<file path="config.mk">
export PLATFORM = sky130hd
export DESIGN_NAME = sd_block_arbiter
export DESIGN_NICKNAME = d
export VERILOG_FILES = /design/src/rtl/sd_block_arbiter.sv
export SDC_FILE = /design/constraint.sdc
export NUM_CORES = 1
export LEC_CHECK = 0
export ABC_AREA = 1
export CELL_PAD_IN_SITES_DETAIL_PLACEMENT = 1
export CELL_PAD_IN_SITES_GLOBAL_PLACEMENT = 1
export CORE_MARGIN = 1.5
export CORE_UTILIZATION = 48
export DETAILED_ROUTE_END_ITERATION = 10
export DONT_BUFFER_PORTS = 1
export GPL_TIMING_DRIVEN = 1
export PLACE_DENSITY = 0.83
export SLEW_MARGIN = 20
export SYNTH_ARGS = -nofsm -noshare
export SYNTH_HDL_FRONTEND = slang
export SYNTH_SLANG_ARGS = --single-unit
</file>
<file path="constraint.sdc">
create_clock -name clk -period 5.8 [get_ports clk]
set_input_delay 0.87 -clock clk [delete_from_list [all_inputs] [get_ports clk]]
set_output_delay 0.87 -clock clk [all_outputs]
set_load 0.01 [all_outputs]
</file>
<file path="src/rtl/sd_block_arbiter.sv">
// sd_block_arbiter: round-robin arbiter and transaction sequencer that shares one
// SD card controller between NUM_REQ block requesters.
// Optional feature macro: SD_ARB_TIMEOUT_EN (byte-gap watchdog with ABORT state).
module sd_block_arbiter #(
    parameter int unsigned NUM_REQ        = 2,
    parameter int unsigned BLOCK_BYTES    = 512,
    parameter int unsigned IDX_W          = 9
`ifdef SD_ARB_TIMEOUT_EN
    ,
    parameter int unsigned TIMEOUT_CYCLES = 1000000
`endif
) (
    input  logic                   clk,
    input  logic                   rst,
    input  logic [NUM_REQ-1:0]     req,
    input  logic [NUM_REQ-1:0]     req_op,
    input  logic [32*NUM_REQ-1:0]  req_addr,
    input  logic [8*NUM_REQ-1:0]   wr_data,
    output logic [NUM_REQ-1:0]     grant,
    output logic [NUM_REQ-1:0]     done,
    output logic [NUM_REQ-1:0]     err,
    output logic [NUM_REQ-1:0]     wr_ack,
    output logic                   rd_valid,
    output logic [7:0]             rd_byte,
    output logic [IDX_W-1:0]       rd_index,
    output logic                   ctl_execute,
    output logic                   ctl_op_code,
    output logic [31:0]            ctl_block_address,
    output logic [7:0]             ctl_outgoing_byte,
    input  logic                   ctl_busy,
    input  logic                   ctl_finished_byte,
    input  logic                   ctl_finished_block,
    input  logic [7:0]             ctl_incoming_byte
);

    localparam int unsigned PTR_W = (NUM_REQ > 1) ? $clog2(NUM_REQ) : 1;
    localparam int unsigned SUM_W = PTR_W + 1;
    localparam int unsigned CNT_W = $clog2(BLOCK_BYTES + 1);
    localparam logic [SUM_W-1:0] NREQ_V   = SUM_W'(NUM_REQ);
    localparam logic [CNT_W-1:0] LAST_CNT = CNT_W'(BLOCK_BYTES);

    typedef enum logic [2:0] {
        S_IDLE  = 3'd0,
        S_ISSUE = 3'd1,
        S_XFER  = 3'd2,
        S_DONE  = 3'd3,
        S_ABORT = 3'd4
    } state_e;

    state_e state_q, state_d;

    logic [NUM_REQ-1:0] grant_q, grant_d;
    logic [PTR_W-1:0]   owner_q, owner_d;
    logic [PTR_W-1:0]   rr_ptr_q, rr_ptr_d;
    logic               op_q, op_d;
    logic [31:0]        addr_q, addr_d;
    logic               exec_q, exec_d;
    logic [CNT_W-1:0]   count_q, count_d;
    logic               rd_valid_q, rd_valid_d;
    logic [7:0]         rd_byte_q, rd_byte_d;
    logic [IDX_W-1:0]   rd_index_q, rd_index_d;
    logic [NUM_REQ-1:0] wr_ack_q, wr_ack_d;
    logic [NUM_REQ-1:0] done_q, done_d;
    logic [7:0]         out_byte_q, out_byte_d;

    logic [31:0]        addr_arr [NUM_REQ];
    logic [7:0]         wdat_arr [NUM_REQ];
    logic               win_found;
    logic [PTR_W-1:0]   win_idx;
    logic [SUM_W-1:0]   cand_sum;
    logic [SUM_W-1:0]   owner_inc;
    logic [PTR_W-1:0]   ptr_next;
    logic [CNT_W-1:0]   count_inc;
    logic               arb_go;
    logic               byte_take;
    logic               xfer_complete;

`ifdef SD_ARB_TIMEOUT_EN
    localparam int unsigned GAP_W = $clog2(TIMEOUT_CYCLES + 1);
    localparam logic [GAP_W-1:0] GAP_LIMIT = GAP_W'(TIMEOUT_CYCLES);

    logic [NUM_REQ-1:0] err_q, err_d;
    logic [GAP_W-1:0]   gap_q, gap_d;
    logic [GAP_W-1:0]   gap_inc;
    logic               gap_expired;

    assign gap_inc     = gap_q + GAP_W'(1);
    assign gap_expired = (state_q == S_XFER) && !ctl_finished_byte && (gap_inc == GAP_LIMIT);
`endif

    function automatic logic [NUM_REQ-1:0] onehot(input logic [PTR_W-1:0] idx);
        return NUM_REQ'(1) << idx;
    endfunction

    // Split the flat per-requester buses into indexable arrays
    always_comb begin
        for (int unsigned i = 0; i < NUM_REQ; i++) begin
            addr_arr[i] = req_addr[32*i +: 32];
            wdat_arr[i] = wr_data[8*i +: 8];
        end
    end

    // Round-robin pick: first set req bit scanning upward from rr_ptr with wrap
    always_comb begin
        win_found = 1'b0;
        win_idx   = '0;
        cand_sum  = '0;
        for (int unsigned i = 0; i < NUM_REQ; i++) begin
            cand_sum = {1'b0, rr_ptr_q} + SUM_W'(i);
            if (cand_sum >= NREQ_V) begin
                cand_sum = cand_sum - NREQ_V;
            end
            if (!win_found && req[cand_sum[PTR_W-1:0]]) begin
                win_found = 1'b1;
                win_idx   = cand_sum[PTR_W-1:0];
            end
        end
    end

    assign owner_inc     = {1'b0, owner_q} + SUM_W'(1);
    assign ptr_next      = (owner_inc == NREQ_V) ? '0 : owner_inc[PTR_W-1:0];
    assign count_inc     = count_q + CNT_W'(1);
    assign arb_go        = win_found && !ctl_busy;
    assign byte_take     = (state_q == S_XFER) && ctl_finished_byte && (count_q != LAST_CNT);
    assign xfer_complete = (state_q == S_XFER) &&
                           (ctl_finished_block || (byte_take && (count_inc == LAST_CNT)));

    // State register
    always_ff @(posedge clk or posedge rst) begin
        if (rst) begin
            state_q <= S_IDLE;
        end else begin
            state_q <= state_d;
        end
    end

    // Next-state logic
    always_comb begin
        state_d = state_q;
        case (state_q)
            S_IDLE: begin
                if (arb_go) begin
                    state_d = S_ISSUE;
                end
            end
            S_ISSUE: state_d = S_XFER;
            S_XFER: begin
                if (xfer_complete) begin
                    state_d = S_DONE;
                end
`ifdef SD_ARB_TIMEOUT_EN
                else if (gap_expired) begin
                    state_d = S_ABORT;
                end
`endif
            end
            S_DONE: state_d = S_IDLE;
`ifdef SD_ARB_TIMEOUT_EN
            S_ABORT: begin
                if (!ctl_busy) begin
                    state_d = S_IDLE;
                end
            end
`endif
            default: state_d = S_IDLE;
        endcase
    end

    // Output / datapath next values
    always_comb begin
        grant_d    = grant_q;
        owner_d    = owner_q;
        rr_ptr_d   = rr_ptr_q;
        op_d       = op_q;
        addr_d     = addr_q;
        exec_d     = 1'b0;
        count_d    = count_q;
        rd_valid_d = 1'b0;
        rd_byte_d  = rd_byte_q;
        rd_index_d = rd_index_q;
        wr_ack_d   = '0;
        done_d     = '0;
        out_byte_d = (|grant_q) ? wdat_arr[owner_q] : 8'h00;
`ifdef SD_ARB_TIMEOUT_EN
        err_d      = '0;
        gap_d      = gap_q;
`endif
        case (state_q)
            S_IDLE: begin
                if (arb_go) begin
                    grant_d = onehot(win_idx);
                    owner_d = win_idx;
                    op_d    = req_op[win_idx];
                    addr_d  = addr_arr[win_idx];
                end
            end
            S_ISSUE: begin
                exec_d  = 1'b1;
                count_d = '0;
`ifdef SD_ARB_TIMEOUT_EN
                gap_d   = '0;
`endif
            end
            S_XFER: begin
                if (byte_take) begin
                    count_d = count_inc;
                    if (!op_q) begin
                        rd_valid_d = 1'b1;
                        rd_byte_d  = ctl_incoming_byte;
                        rd_index_d = IDX_W'(count_q);
                    end else begin
                        wr_ack_d = onehot(owner_q);
                    end
                end
`ifdef SD_ARB_TIMEOUT_EN
                gap_d = ctl_finished_byte ? '0 : gap_inc;
                if (!xfer_complete && gap_expired) begin
                    err_d   = onehot(owner_q);
                    grant_d = '0;
                end
`endif
            end
            S_DONE: begin
                done_d   = onehot(owner_q);
                grant_d  = '0;
                rr_ptr_d = ptr_next;
            end
`ifdef SD_ARB_TIMEOUT_EN
            S_ABORT: begin
                grant_d = '0;
                if (!ctl_busy) begin
                    rr_ptr_d = ptr_next;
                end
            end
`endif
            default: begin
                grant_d = '0;
            end
        endcase
    end

    // Datapath and output registers
    always_ff @(posedge clk or posedge rst) begin
        if (rst) begin
            grant_q    <= '0;
            owner_q    <= '0;
            rr_ptr_q   <= '0;
            op_q       <= 1'b0;
            addr_q     <= '0;
            exec_q     <= 1'b0;
            count_q    <= '0;
            rd_valid_q <= 1'b0;
            rd_byte_q  <= '0;
            rd_index_q <= '0;
            wr_ack_q   <= '0;
            done_q     <= '0;
            out_byte_q <= '0;
        end else begin
            grant_q    <= grant_d;
            owner_q    <= owner_d;
            rr_ptr_q   <= rr_ptr_d;
            op_q       <= op_d;
            addr_q     <= addr_d;
            exec_q     <= exec_d;
            count_q    <= count_d;
            rd_valid_q <= rd_valid_d;
            rd_byte_q  <= rd_byte_d;
            rd_index_q <= rd_index_d;
            wr_ack_q   <= wr_ack_d;
            done_q     <= done_d;
            out_byte_q <= out_byte_d;
        end
    end

`ifdef SD_ARB_TIMEOUT_EN
    // Watchdog registers
    always_ff @(posedge clk or posedge rst) begin
        if (rst) begin
            err_q <= '0;
            gap_q <= '0;
        end else begin
            err_q <= err_d;
            gap_q <= gap_d;
        end
    end

    assign err = err_q;
`else
    assign err = '0;
`endif

    assign grant             = grant_q;
    assign done              = done_q;
    assign wr_ack            = wr_ack_q;
    assign rd_valid          = rd_valid_q;
    assign rd_byte           = rd_byte_q;
    assign rd_index          = rd_index_q;
    assign ctl_execute       = exec_q;
    assign ctl_op_code       = op_q;
    assign ctl_block_address = addr_q;
    assign ctl_outgoing_byte = out_byte_q;

endmodule

</file>
==> results by group <==
Run status
  • Status: complete, no violations

STA
  • Worst Tran Pin Value: 0.989 ns
  • RSZ-0062 raised after global routing: no
  • Hold_ws: 0.488 ns
  • Rel. slew slack: 33.7%
  • Fin crit share: 51.2%
  • Fin crit period: 2.97 ns
  • Setup TNS: 0 ns
  • Final worst slack: 2.83 ns
  • Setup violators final: 0
  • Hold Fails Final Rpt: 0
  • Final count of pins violating max slew: 0
  • Fmax: 337 MHz
  • Layout Skew: around 0.0074 ns

Worst hold path
  • Hold crit path type: in2async

Floorplan
  • Die Ht: 91.3 µm
  • Die Area: between 8000 and 9000 µm²
  • Chip Width: 91.3 µm
  • Rows: 31
  • IO Pins: 165
  • CORE AREA: 7410 µm²
  • Initial Util: 50.5%

Placement
  • Port Buffer Count: 0
  • GP Congestion: about 0.81
  • Post-detail-place hpwl: 6910 µm
  • Dpl cells: 497
  • Setup WS pre-CTS: 2.47 ns
  • Cell Area, Placed: 3760 µm²

Logic synthesis
  • #FFs+latches synth: 80
  • Syn_area_per_cell: 8.86 µm²
  • Cell area after synthesis: 3740 µm²
  • Synth cell types: 24
  • Yosys Warn Count: 0
  • Syn Inst Count: 422
  • Post-synthesis sequential area ratio: 53.5%

Power and ir drop
  • Tot Pwr: roughly 2 mW
  • Cell Pwr Density: 503 nW/µm²
  • Leak pwr: 1.82 nW
  • Max IR drop VDD: about 190 µV

Global route
  • Largest net degree at the start of global routing: 81
  • Grt total ovfl: 0
  • Met1 global-route usage: 29.5%
  • GR peak layer: met2
  • GRT Overall Usage: 23.9%
  • Initial antenna violation count: 0
  • Vias in the first global route: 3195
  • M2 GR Usage: 40.2%
  • Grt met3 use: 7.96%
  • Global-route wire length before repair: 15600 µm

Clock tree
  • # H-tree levels: 3
  • Post-CTS Hold Buffers: 0
  • Clock transition at the registers of the reported paths: 0.08 ns
  • TritonCTS sink count: 80
  • Worst skew pair latency: 0.34 ns
  • Max clock buf depth: 2
  • Post-CTS Setup Repair Bufs: 0
  • Root buffer cell: clkbuf_8
  • CTS tree: yes
  • Post-CTS sizing: 0
  • Num CTS Buffers: 9

Critical path
  • Critical path origin: state_q[0]$_DFFE_PP0P_
  • R2R Setup Slk: 2.83 ns
  • CP startpoint kind: register
  • CP endpoint kind: register
  • Reg-to-reg endpoint: ctl_block_address[30]$_DFFE_PP0P_
  • Critical path required time: 6.02 ns
  • Critical path data arrival time: 3.18 ns
  • Reg-to-reg startpoint: state_q[0]$_DFFE_PP0P_
  • WS Path Type: reg2reg
  • Worst-path fanout max: a little under 70
  • R2R depth: 8

Finish
  • Area added between synthesis and finish: 6.06%
  • Multi-input logic area: 1510 µm²
  • Design Area, Final: 3970 µm²
  • Utilization after layout: 53.5%
  • Sequential cell area: 2000 µm²
  • Layout cells sized above 1: 7.75%
  • Fin cells: 512
  • Diode count: 0
  • Fill cells: slightly below 900
  • Final #Nets: 514

Drt
  • DR DRC count: 0
  • Post-route ant nets: 0
  • Total number of vias: 3065
  • Wire per inst: between 15 and 20 µm
  • Drt pass-1 iters: 4
  • DR vias/cell: approximately 6.0
  • First DRT Iteration DRCs: 117
  • Routed WL: 9760 µm

Job
  • Max-cap violations: 0
routing by layer:
layer / routed length, µm / vias to the layer above
li1: - / 1405
met2: 4900 / 137
met5: 0 / -
met4: 96 / 0
met3: 768 / 8
met1: 4000 / 1515
cells in the final DEF (no fill, tap or decap), types with 2 or more instances in the layout:
cell type | synthesis | routed
conb_1 | 1 | 2
o21a_1 | 9 | 9
o22ai_1 | 6 | 6
ha_1 | 7 | 7
dfrtp_1 | 80 | 80
nor3_1 | 3 | 3
buf_4 | 4 | 2
nand2_1 | 94 | 92
nand2_2 | 1 | 3
nor2_4 | 1 | 2
a21oi_1 | 9 | 9
nand3_1 | 83 | 83
clkbuf_8 | 0 | 9
clkinv_2 | 0 | 3
mux2_2 | 7 | 7
inv_1 | 30 | 28
nor2_1 | 16 | 16
o21ai_0 | 9 | 9
nand4_1 | 34 | 34
cells in the mapped netlist, drive strengths merged:
cell | count | share of area [%]
nand3 | 83 | 11
nand2 | 95 | 9.6
clkbuf | 17 | 1.7
dfrtp | 80 | 54
inv | 30 | 3.0
ha | 7 | 2.3
nor3 | 3 | 0.40
a21oi | 9 | 1.2
buf | 10 | 1.8
conb | 1 | 0.10
nor2 | 19 | 2.2
o22ai | 6 | 1.0
o221ai | 1 | 0.23
nand4 | 34 | 5.7
o21a | 9 | 1.8
mux2 | 8 | 2.5
o21ai | 9 | 1.2
o21bai | 1 | 0.50
state kept, by name, indices dropped and copies added, names as in the netlist:
name	count
rd_valid	1
ctl_execute	1
grant	2
count_q	10
ctl_outgoing_byte	8
done	2
rr_ptr_q	1
owner_q	1
ctl_block_address	32
state_q	2
rd_byte	8
rd_index	9
ctl_op_code	1
wr_ack	2
worst max-delay path: stages (launching register included):
cell,delay (ns)
dfrtp_1,0.42
inv_1,0.10
ha_1,0.23
inv_1,0.11
nor2_4,0.10
buf_4,0.51
clkinv_1,0.97
nand2_1,0.29
nand3_1,0.11
report_power, final:
| group | switching, mW | internal (mW) | total, mW |
|---|---|---|---|
| registers | 0.274 | 0.782 | 1.06 |
| logic | 0.347 | 0.207 | 0.554 |
| clock network | 0.190 | 0.193 | 0.383 |
worst max path at each step:
stage	endpoint	slack, ns
CTS	ctl_op_code$_DFFE_PP0P_	2.81
floorplan	count_q[0]$_DFFE_PP0P_	2.88
finish	ctl_block_address[30]$_DFFE_PP0P_	2.83
detailed placement	ctl_op_code$_DFFE_PP0P_	2.47
global route	ctl_block_address[12]$_DFFE_PP0P_	2.50
global placement	ctl_op_code$_DFFE_PP0P_	2.48
logic make-up (layout without fill, tap and decap cells):
logic type | after synthesis | in the layout | synth area share, %
muxes | 8 | 8 | 2.51
AOI/OAI and AO/OA | 35 | 35 | 5.96
other | 1 | 2 | 0.100
adders and majority gates | 7 | 7 | 2.34
DFF | 80 | 80 | 53.5
and+or+nand+nor | 234 | 234 | 29.0
buffers and inverters | 57 | 47 | 6.49
layout make-up:
class	count	share of cell area, %
inverter	30	2.87
multi-input combinational	286	38.0
clock buffer	10	3.22
sequential	80	50.5
timing repair buffer	3	1.07
tap	99	3.12
clock inverter	4	1.20
(Power assumes the default switching activity.)
